File: src/rtl/mic_arb2.sv
// Two-requester packet arbiter sharing one MIC completer port, with a route FIFO steering responses back.
// Optional MIC_ARB2_ROUND_ROBIN_EN selects round-robin contention; undefined gives fixed M0 priority.
module mic_arb2 #(
  parameter int DEPTH = 4
) (
  input  logic                   clk,
  input  logic                   reset,
  input  logic                   M0I_TVALID,
  output logic                   M0I_TREADY,
  input  logic [63:0]            M0I_TDATA,
  input  logic                   M0I_TLAST,
  output logic                   M0O_TVALID,
  input  logic                   M0O_TREADY,
  output logic [63:0]            M0O_TDATA,
  output logic                   M0O_TLAST,
  input  logic                   M1I_TVALID,
  output logic                   M1I_TREADY,
  input  logic [63:0]            M1I_TDATA,
  input  logic                   M1I_TLAST,
  output logic                   M1O_TVALID,
  input  logic                   M1O_TREADY,
  output logic [63:0]            M1O_TDATA,
  output logic                   M1O_TLAST,
  output logic                   S0O_TVALID,
  input  logic                   S0O_TREADY,
  output logic [63:0]            S0O_TDATA,
  output logic                   S0O_TLAST,
  input  logic                   S0I_TVALID,
  output logic                   S0I_TREADY,
  input  logic [63:0]            S0I_TDATA,
  input  logic                   S0I_TLAST,
  output logic [$clog2(DEPTH):0] outstanding
);

  localparam int AW = $clog2(DEPTH);

  typedef enum logic {IDLE = 1'b0, LOCK = 1'b1} state_t;

  state_t        state_r;
  state_t        state_nxt_s;
  logic          grant_r;
  logic          win_s;
  logic          push_s;
  logic          pop_s;
  logic          full_s;
  logic          empty_s;
  logic          head_s;
  logic          s0o_done_s;
  logic          route_r [DEPTH];
  logic [AW-1:0] wr_ptr_r;
  logic [AW-1:0] rd_ptr_r;
  logic [AW:0]   count_r;

  assign full_s      = (count_r == (AW+1)'(DEPTH));
  assign empty_s     = (count_r == {(AW+1){1'b0}});
  assign head_s      = route_r[rd_ptr_r];
  assign push_s      = (state_r == IDLE) && !full_s && (M0I_TVALID || M1I_TVALID);
  assign pop_s       = S0I_TVALID && S0I_TREADY && S0I_TLAST;
  assign s0o_done_s  = S0O_TVALID && S0O_TREADY && S0O_TLAST;
  assign outstanding = count_r;

`ifdef MIC_ARB2_ROUND_ROBIN_EN
  logic last_r;

  // Contention goes to whoever was not granted last; reset value 1 favours M0.
  always_comb begin
    win_s = 1'b0;
    if (M0I_TVALID && M1I_TVALID) begin
      win_s = ~last_r;
    end else if (M0I_TVALID) begin
      win_s = 1'b0;
    end else begin
      win_s = 1'b1;
    end
  end

  // Round-robin pointer: remembers the most recent grant.
  always_ff @(posedge clk or negedge reset) begin
    if (!reset) begin
      last_r <= 1'b1;
    end else if (push_s) begin
      last_r <= win_s;
    end
  end
`else
  // Fixed priority: M0 wins whenever it is valid.
  always_comb begin
    win_s = 1'b0;
    if (M0I_TVALID) begin
      win_s = 1'b0;
    end else begin
      win_s = 1'b1;
    end
  end
`endif

  // Request FSM state and grant register.
  always_ff @(posedge clk or negedge reset) begin
    if (!reset) begin
      state_r <= IDLE;
      grant_r <= 1'b0;
    end else begin
      state_r <= state_nxt_s;
      if (push_s) begin
        grant_r <= win_s;
      end
    end
  end

  // Next state: IDLE grants a packet, LOCK holds until its TLAST beat is accepted.
  always_comb begin
    state_nxt_s = state_r;
    case (state_r)
      IDLE:    state_nxt_s = push_s ? LOCK : IDLE;
      LOCK:    state_nxt_s = s0o_done_s ? IDLE : LOCK;
      default: state_nxt_s = IDLE;
    endcase
  end

  // Request steering: only the locked requester sees the downstream channel.
  always_comb begin
    S0O_TVALID = 1'b0;
    S0O_TDATA  = 64'h0;
    S0O_TLAST  = 1'b0;
    M0I_TREADY = 1'b0;
    M1I_TREADY = 1'b0;
    if (state_r == LOCK) begin
      if (grant_r) begin
        S0O_TVALID = M1I_TVALID;
        S0O_TDATA  = M1I_TDATA;
        S0O_TLAST  = M1I_TLAST;
        M1I_TREADY = S0O_TREADY;
      end else begin
        S0O_TVALID = M0I_TVALID;
        S0O_TDATA  = M0I_TDATA;
        S0O_TLAST  = M0I_TLAST;
        M0I_TREADY = S0O_TREADY;
      end
    end else begin
      S0O_TVALID = 1'b0;
    end
  end

  // Response steering by route FIFO head; an empty FIFO stalls stray responses.
  always_comb begin
    M0O_TVALID = 1'b0;
    M0O_TDATA  = 64'h0;
    M0O_TLAST  = 1'b0;
    M1O_TVALID = 1'b0;
    M1O_TDATA  = 64'h0;
    M1O_TLAST  = 1'b0;
    S0I_TREADY = 1'b0;
    if (!empty_s) begin
      if (head_s) begin
        M1O_TVALID = S0I_TVALID;
        M1O_TDATA  = S0I_TDATA;
        M1O_TLAST  = S0I_TLAST;
        S0I_TREADY = M1O_TREADY;
      end else begin
        M0O_TVALID = S0I_TVALID;
        M0O_TDATA  = S0I_TDATA;
        M0O_TLAST  = S0I_TLAST;
        S0I_TREADY = M0O_TREADY;
      end
    end else begin
      S0I_TREADY = 1'b0;
    end
  end

  // Route FIFO storage, pointers and occupancy counter.
  always_ff @(posedge clk or negedge reset) begin
    if (!reset) begin
      for (int i = 0; i < DEPTH; i++) begin
        route_r[i] <= 1'b0;
      end
      wr_ptr_r <= {AW{1'b0}};
      rd_ptr_r <= {AW{1'b0}};
      count_r  <= {(AW+1){1'b0}};
    end else begin
      if (push_s) begin
        route_r[wr_ptr_r] <= win_s;
        wr_ptr_r          <= wr_ptr_r + AW'(1'b1);
      end
      if (pop_s) begin
        rd_ptr_r <= rd_ptr_r + AW'(1'b1);
      end
      case ({push_s, pop_s})
        2'b10:   count_r <= count_r + (AW+1)'(1'b1);
        2'b01:   count_r <= count_r - (AW+1)'(1'b1);
        default: count_r <= count_r;
      endcase
    end
  end

endmodule
File: config.mk
export PLATFORM = sky130hd
export DESIGN_NAME = mic_arb2
export DESIGN_NICKNAME = d
export VERILOG_FILES = /design/src/rtl/mic_arb2.sv
export SDC_FILE = /design/constraint.sdc
export NUM_CORES = 1
export LEC_CHECK = 0
export CAP_MARGIN = 20
export CORE_AREA = 2 2 160 162
export CTS_CLUSTER_DIAMETER = 120
export DETAILED_ROUTE_END_ITERATION = 8
export DIE_AREA = 0 0 162 164
export PLACE_DENSITY = 0.5
export SLEW_MARGIN = 0
export SYNTH_ARGS = -nofsm -noshare
export SYNTH_HDL_FRONTEND = slang
export SYNTH_SLANG_ARGS = --single-unit
File: constraint.sdc
create_clock -name clk -period 2.4 [get_ports clk]
set_input_delay 0.48 -clock clk [delete_from_list [all_inputs] [get_ports clk]]
set_output_delay 0.48 -clock clk [all_outputs]
set_load 0.01 [all_outputs]
## Word-level counts from Yosys, hierarchy flattened

Index checks and enable logic that the tools add are counted.

- Register bits after elaboration: 13
- Bits of input ports: 203
- Output and inout port bits: 204

- Add/subtract/negate cells: 4
- Magnitude comparators: 3
- Eq/ne operators: 3
- Multiplexer cells: 35
- Bitwise gates (word level): 3
- Reductions and logical operators: 11

Operators with widths:

| kind | count |
|---|---|
| 2-to-1 mux 64 bit | 6 |
| 2-to-1 mux 1 bit | 24 |
| logical AND 1 bit | 7 |
| >= comparator 3 bit, second input constant | 2 |
| NOT 2 -> 3 bit | 2 |
| case mux 3 bit (2 select lines) | 1 |
| adder 2 x 1 -> 2 bit, second input constant | 2 |
| bitwise mux 4 bit | 1 |
| adder 3 x 1 -> 3 bit, second input constant | 1 |
| == test 3 bit, second input constant | 1 |
| zero test 3 bit | 1 |
| less-than comparator 3 x 1 -> 1 bit, second input constant | 1 |
| subtractor 3 x 1 -> 3 bit, second input constant | 1 |
| binary-select mux 1 bit (select 2 bit) | 1 |
| demux 1 bit (select 2 bit) | 1 |
| == test 2 x 1 -> 1 bit, second input constant | 1 |
| == test 2 bit, second input constant | 1 |
| case mux 1 bit (2 select lines) | 1 |
| nonzero test 2 bit | 1 |
| zero test 1 bit | 1 |
| logical OR 1 bit | 1 |
| NOT 1 bit | 1 |

## Logic depth before layout (Yosys ltp)

Gate-level depths: netlist (run 1).

- Depth after elaboration: 10
- Depth in mapped cells: 10

## Least setup slack after synthesis (run 1)

OpenSTA, ideal clock, no wires.

- Path kind: register to register
- Start: register rd_ptr_r[1]
- End: register count_r[2], in the netlist outstanding[2]
- Setup time: 79 ps
- Arrival time: 2047 ps
- Slack: 274 ps
- Cell stages (with the launch flop): 11
- Cells stage by stage: dfrtp_1 -> mux2i_1 -> mux2i_1 -> mux2i_1 -> nor2_1 -> ha_1 -> inv_1 -> fa_1 -> xor2_1 -> nor2_1 -> xor2_1

- Cells in the longest elaborated chain, start to end: 10
- Elaborated cells between the ends (all ways): 12
- Classes of those cells: eq/ne (2); mux (6); bitwise (1); reduce/logical (3)

RTL lines:

| what | RTL line | text |
|---|---|---|
| start: declaration | 51 | `logic [AW-1:0] rd_ptr_r;` |
| start signal: assignment | 177 | `rd_ptr_r <= {AW{1'b0}};` |
| start signal: assignment | 185 | `rd_ptr_r <= rd_ptr_r + AW'(1'b1);` |
| NOT 2 -> 3 bit (not written as such) (*) | 56 | `assign head_s = route_r[rd_ptr_r];` |
| binary-select mux 1 bit (select 2 bit) (*) | 56 |  |
| 2-to-1 mux 1 bit (not written as such) (*) (2 in series) | 56 |  |
| 2-to-1 mux 1 bit (*) | 154 | `if (head_s) begin` |
| 2-to-1 mux 1 bit (*) | 153 | `if (!empty_s) begin` |
| logical AND 1 bit (*) (2 in series) | 58 | `assign pop_s = S0I_TVALID && S0I_TREADY && S0I_TLAST;` |
| via pop_s | 44 | `logic pop_s;` |
| == test 2 x 1 -> 1 bit or == test 2 bit (tied branches) | 187 | `case ({push_s, pop_s})` |
| case mux 3 bit (2 select lines) or nonzero test 2 bit (tied branches) | -- |  |
| end signal: assignment | 188 | `2'b10: count_r <= count_r + (AW+1)'(1'b1);` |
| end signal: assignment | 189 | `2'b01: count_r <= count_r - (AW+1)'(1'b1);` |
| end signal: assignment | 190 | `default: count_r <= count_r;` |
| end: declaration | 52 | `logic [AW:0] count_r;` |

Mark *: on every way through the listed nets, which the timed path passes. The rest lies on a longest branch. The select of a mux whose other input is x is not followed.
A chain may end at the register's enable or synchronous reset.

## Worst setup path after layout (run 1)

- Start: register rd_ptr_r[1]
- End: output M0O_TDATA[9]

- Cells in the longest elaborated chain, start to end: 6

RTL lines:

| what | RTL line | text |
|---|---|---|
| NOT 2 -> 3 bit (not written as such) | 56 |  |
| binary-select mux 1 bit (select 2 bit) | 56 |  |
| 2-to-1 mux 1 bit (not written as such) (2 in series) | 56 |  |
| 2-to-1 mux 64 bit | 154 |  |
| 2-to-1 mux 64 bit | 153 |  |
| end: declaration | 14 | `output logic [63:0] M0O_TDATA,` |

Every way passes these cells. The select of a mux whose other input is x is not followed.

==> results of run 1 <==
-- worst min-delay path by stage --
| stage | endpoint | slack, ps | cells past startpoint |
|---|---|---|---|
| after floorplan | grant_r$_DFFE_PN0P_ | 180 | 0 |
| after global placement | rd_ptr_r[1]$_DFFE_PN0P_ | 520 | 1 |
| after detailed placement | route_r[3]$_DFFE_PN0P_ | 520 | 2 |
| after CTS | route_r[3]$_DFFE_PN0P_ | 530 | 2 |
| after global routing | route_r[3]$_DFFE_PN0P_ | 580 | 2 |
| final | route_r[3]$_DFFE_PN0P_ | 540 | 2 |
-- per-stage QoR --
step	instances	setup slack, ps	hold WS, ps	utilization [%]
floorplan	436	274	184	-
global placement	1160	3.51	521	29.5
detailed placement	1160	5.31	517	29.5
CTS	1168	-17.1	527	29.6
global route	1174	-57.6	580	29.4
finish	1174	17.1	543	29.4
-- cells by family (layout without fill, tap and decap cells) --
group	after synthesis	after routing	synth area share, %
and+or+nand+nor	279	279	45.2
muxes	75	75	27.7
buffers and inverters	44	452	7.55
AOI/OAI and AO/OA	14	14	2.95
DFF	13	13	12.0
adders and majority gates	6	6	3.04
xor gates and xnor gates	5	5	1.61
-- power groups by stage --
stage / registers (mW) / clock network [mW] / logic [mW]
6_report: 0.448 / 0.316 / 8.39
5_1_grt: 0.466 / 0.341 / 9.03
4_1_cts: 0.436 / 0.330 / 8.14
3_5_place_dp: 0.447 / 0 / 8.71
3_3_place_gp: 0.448 / 0 / 8.73
2_1_floorplan: 0.435 / 0 / 3.77
-- Yosys cell counts --
library cell / number / area (um^2)
inv_1: 7 / 26.3
nor3_1: 1 / 5.00
ha_1: 5 / 62.6
a211oi_1: 1 / 7.51
nand3_1: 2 / 10.0
buf_2: 20 / 100
fa_1: 1 / 20.0
or3_1: 1 / 6.26
nor3b_1: 1 / 7.51
mux2_2: 2 / 22.5
o21ai_0: 1 / 5.00
nor2b_1: 66 / 413
dfrtp_1: 13 / 325
o21a_1: 1 / 7.51
and2_1: 1 / 6.26
xnor2_1: 2 / 17.5
buf_1: 1 / 3.75
a21oi_1: 9 / 45.0
clkbuf_1: 12 / 45.0
buf_4: 4 / 30.0
and3_1: 1 / 6.26
xor2_1: 3 / 26.3
o31ai_1: 1 / 7.51
nor2_1: 139 / 522
mux2i_1: 73 / 731
nand2_1: 67 / 251
a21o_1: 1 / 7.51
-- final cells by class --
type / count / area share (%)
repair buffers: 441 / 57.7
multi-input cells: 379 / 30.7
well taps: 330 / 5.65
flip-flops and latches: 13 / 4.52
clock buffers: 4 / 1.08
inverters: 7 / 0.360
-- what timing repair did --
action                     4_1_cts  5_1_grt
pin swaps                        0        4
gates cloned                     2        4
resized for setup              144      129
setup endpoints to repair      151       89
buffers inserted                 2        2
-- worst max-delay path, stage by stage, from the launching register on --
cell and delay, ps:
dfrtp_1 410, mux2i_2 170, buf_4 150, mux2i_4 210, buf_4 190, clkbuf_16 190
nor2_1 60, dlygate4sd2_1 280
-- per-layer routing --
layer	vias to the layer above	share of wire, %	global-route usage [%]
met1	1957	41	16.5
met5	-	0	0
li1	2192	-	-
met4	0	1.1	2.86
met2	133	53	23.2
met3	10	5.4	1.29
-- flip-flops by register name (all words and copies together), names as in the netlist --
name and cells:
rd_ptr_r 2, outstanding 3, wr_ptr_r 2, grant_r 1, route_r 4, state_r 1
==> results.json, run 1 <==
{
  "status": "complete, no violations",
  "clkSlewWorstSetupHoldPaths_ps": 40,
  "netlist_instances": 436,
  "seqPwrFrac_pct": 4.9,
  "min_path_type": "register to register",
  "antenna_left": 0,
  "die_w_um": 162,
  "num_vias": 4292,
  "place.gp.congestion": 0.779,
  "worst_pin_slew_ps": 629,
  "most-common-layout-cells": "260 x clkdlybuf4s50_1, 138 x nor2_1, 79 x dlygate4sd2_1, 69 x mux2i_1, 66 x nand2_1",
  "cts_tree": "done",
  "multi_input_area_um2": 2240,
  "post-route-min-period_ps": 2380,
  "p_per_area_nw_per_um2": 1250,
  "synth-seq-area-share_pct": 12.0,
  "rows": 58,
  "grt_pass1_wl_um": 26200,
  "num_antenna_cells": 0,
  "dp_hpwl_um": 15000,
  "crit_path_start": "rd_ptr_r[1]$_DFFE_PN0P_",
  "die_h_um": 164,
  "yosysWarningCount": 0,
  "finalPower_mw": 9.16,
  "crit_path_end_kind": "output pin",
  "mostFrequentLayoutCell": "clkdlybuf4s50_1",
  "avgSynthCellArea_um2": 6.23,
  "port_buffers": 406,
  "combPwrFrac_pct": 91.7,
  "clock-root-buffer": "clkbuf_16",
  "finalHoldViolCount": 0,
  "ctsHtreeMaxLevel": 1,
  "drv_slew": 0,
  "cts_sinks": 13,
  "final_cell_area_um2": 7310,
  "leakage_nw": 3.65,
  "grt.total_usage_pct": 12.8,
  "cts_buffer_depth": 2,
  "min-delay-start": "route_r[3]$_DFFE_PN0P_",
  "nets": 1054,
  "maxSlewHeadroom_pct": 57.9,
  "grt_max_degree": 61,
  "synthToLayoutAreaGrowth_pct": 169,
  "cts_buffers": 3,
  "initial_core_util_pct": 10.9,
  "r2r-end": "outstanding[2]$_DFFE_PN0P_",
  "cp_max_fo": 16,
  "start_kind": "register",
  "place_area_um2": 7330,
  "crit_path_end": "M0O_TDATA[9]",
  "drtIter0Drc": 263,
  "rrSetupSlack_ps": 120,
  "antenna_found_initial": 0,
  "vias_per_cell": 3.66,
  "p_int_mw": 4.72,
  "reg2reg_depth": 11,
  "power_switching_mw": 4.43,
  "fin_crit_sh_pct": 99.3,
  "detail_route.wl_per_cell_um": 16.6,
  "synthesis.nets": 645,
  "worstPathRequired_ps": 1920,
  "regArea_um2": 330,
  "finalWirelength_um": 19500,
  "path_class": "register to output pin",
  "r2r-start": "rd_ptr_r[1]$_DFFE_PN0P_",
  "ir_drop_mv": 0.613,
  "postCtsHoldBufs": 0,
  "worst_clock_skew_ps": 5.48,
  "setup_viol": 0,
  "nFillCells": 2790,
  "drv_cap": 0,
  "io_pins": 407,
  "rsz0062_at_grt": "yes",
  "coreArea_um2": 24800,
  "fmax_mhz": 420,
  "critPathArrivalTime_ps": 1900,
  "synth_area_um2": 2720,
  "synth.distinct_cells": 27,
  "clk_latency_ps": 240,
  "drive_above_1_share_pct": 13.0,
  "clkPwrFrac_pct": 3.5,
  "drc": 0,
  "setup_tns_ps": 0,
  "switching_share_pct": 48.4,
  "ys_ff_latch": 13,
  "grt_pass1_vias": 4112,
  "dieArea_um2": 26600,
  "gr-total-overflow": 0,
  "dr.pass1.iters": 4
}
Note: power is estimated with default switching activity, not from simulation.
==> run 2: changes to the inputs <==
--- a/config.mk
+++ b/config.mk
@@ -10,7 +10,7 @@
 export CTS_CLUSTER_DIAMETER = 120
 export DETAILED_ROUTE_END_ITERATION = 8
 export DIE_AREA = 0 0 162 164
-export PLACE_DENSITY = 0.5
+export PLACE_DENSITY = 0.41
 export SLEW_MARGIN = 0
 export SYNTH_ARGS = -nofsm -noshare
 export SYNTH_HDL_FRONTEND = slang
==> constraint.sdc (replaced) <==
create_clock -name clk -period 2.4 [get_ports clk]
set_input_delay 0.48 -clock clk [delete_from_list [all_inputs] [get_ports clk]]
set_output_delay 0.48 -clock clk [all_outputs]
set_load 0.05 [all_outputs]
==> results.json, run 2 (synthesis results as in run 1) <==
{
  "place_area_um2": 8500,
  "place.gp.congestion": 0.724,
  "status": "complete, no violations",
  "drtIter0Drc": 190,
  "gr-total-overflow": 0,
  "die_w_um": 162,
  "crit_path_start": "rd_ptr_r[1]$_DFFE_PN0P_",
  "io_pins": 407,
  "initial_core_util_pct": 10.9,
  "final_cell_area_um2": 8760,
  "drc": 0,
  "min_path_type": "register to register",
  "num_vias": 4286,
  "fmax_mhz": 424,
  "path_class": "register to output pin",
  "grt_pass1_vias": 4251,
  "top_register": "route_r",
  "finish.utilization_pct": 35.3,
  "critPathArrivalTime_ps": 1880,
  "grt_max_degree": 71,
  "cts_tree": "done",
  "reg2reg_depth": 11,
  "r2r-start": "rd_ptr_r[1]$_DFFE_PN0P_",
  "maxSlewHeadroom_pct": 61.7,
  "largest_register_ff_count": 4,
  "detail_route.wl_per_cell_um": 16.3,
  "grt.total_usage_pct": 13.3,
  "clkSlewWorstSetupHoldPaths_ps": 50,
  "hold_ws_ps": 529,
  "worst_pin_slew_ps": 573,
  "most-common-layout-cells": "205 x clkdlybuf4s50_1, 134 x buf_12, 80 x nor2_1, 73 x buf_4, 72 x mux2i_1",
  "postCtsHoldBufs": 0,
  "cts_sinks": 13,
  "worstPathRequired_ps": 1920,
  "clock-root-buffer": "clkbuf_16",
  "grt_pass1_wl_um": 26900,
  "setup_viol": 0,
  "slowest_delay_ps": 410,
  "antenna_found_initial": 1,
  "crit_path_end_kind": "output pin",
  "start_kind": "register",
  "min-delay-start": "rd_ptr_r[1]$_DFFE_PN0P_",
  "synthToLayoutAreaGrowth_pct": 222,
  "rsz0062_at_grt": "yes",
  "cp_common_cell": "buf_12",
  "port_buffers": 406,
  "dieArea_um2": 26600,
  "die_h_um": 164,
  "cts_buffer_depth": 2,
  "rows": 58,
  "dr.pass1.iters": 4,
  "slowest_stage": "dfrtp_1",
  "post-route-min-period_ps": 2360,
  "drive_above_1_share_pct": 35.6,
  "cp_max_fo": 66,
  "finalWirelength_um": 19100,
  "dp_hpwl_um": 16200,
  "rrSetupSlack_ps": 200,
  "coreArea_um2": 24800,
  "ctsHtreeMaxLevel": 1,
  "drv_slew": 0,
  "fin_crit_sh_pct": 98.3,
  "drv_cap": 0,
  "antenna_left": 0,
  "cts_buffers": 3,
  "worst_clock_skew_ps": 3.81,
  "finalHoldViolCount": 0,
  "vias_per_cell": 3.66,
  "cp_cell_sequence": "mux2i_1, buf_4, mux2i_4, buf_12, nor2_1, buf_12",
  "nets": 1049,
  "clk_latency_ps": 240,
  "mostFrequentLayoutCell": "clkdlybuf4s50_1",
  "hold_depth": 1
}
run 2: cell count changes in the layout (fill, tap and decap cells not counted), sizes merged:
cell	before	now
clkdlybuf4s15	2	0
diode	0	1
bufbuf	1	0
buf	30	231
clkdlybuf4s50	260	205
dlymetal6s2s	11	0
dlygate4sd2	79	0
clkbuf	62	4
run 2: cell type report:
type	count	area, um^2
antenna	1	2.50
clock buffer	4	78.8
fill	2590	16100
inverter	7	26.3
multi-input combinational	379	2350
sequential	13	330
tap	330	413
timing repair buffer	436	5560
run 2: repair_timing:
action / in CTS / in global routing
resized for setup: 2 / 43
buffers inserted: 0 / 5
endpoints found under the setup margin: 55 / 88
run 2: worst max-delay path: cells and delay by family (launching register included):
kind                   cells  cell delay (ps)
buffers and inverters      3              680
DFF                        1              410
muxes                      2              330
and+or+nand+nor            1              180
run 2: path summary, 6_finish.rpt:
kind                                         endpoint
min in group asynchronous  outstanding[0]$_DFFE_PN0P_
max                                     M0O_TDATA[59]
max reg2reg                outstanding[2]$_DFFE_PN0P_
max in group asynchronous         grant_r$_DFFE_PN0P_
min reg2reg                   rd_ptr_r[1]$_DFFE_PN0P_
min                           rd_ptr_r[1]$_DFFE_PN0P_
run 2: layer usage:
layer	routed length (um)	up-vias	global-route usage (%)
met4	348	0	2.57
met2	10900	120	26.1
li1	-	2181	-
met5	0	-	0
met3	750	18	1.79
met1	7130	1967	15.2
run 2: through the flow:
stage          cells  setup WS, ps  TNS [ps]
2_1_floorplan    436          -167    -13360
3_3_place_gp    1160          14.6         0
3_5_place_dp    1160         -6.82     -6.82
4_1_cts         1164          17.5         0
5_1_grt         1170         -43.5      -494
6_report        1170          41.7         0
Power of run 2 is left out: the tool's default activity adds up to more than one toggle a clock period on the data nets, which glitch-free logic cannot reach.
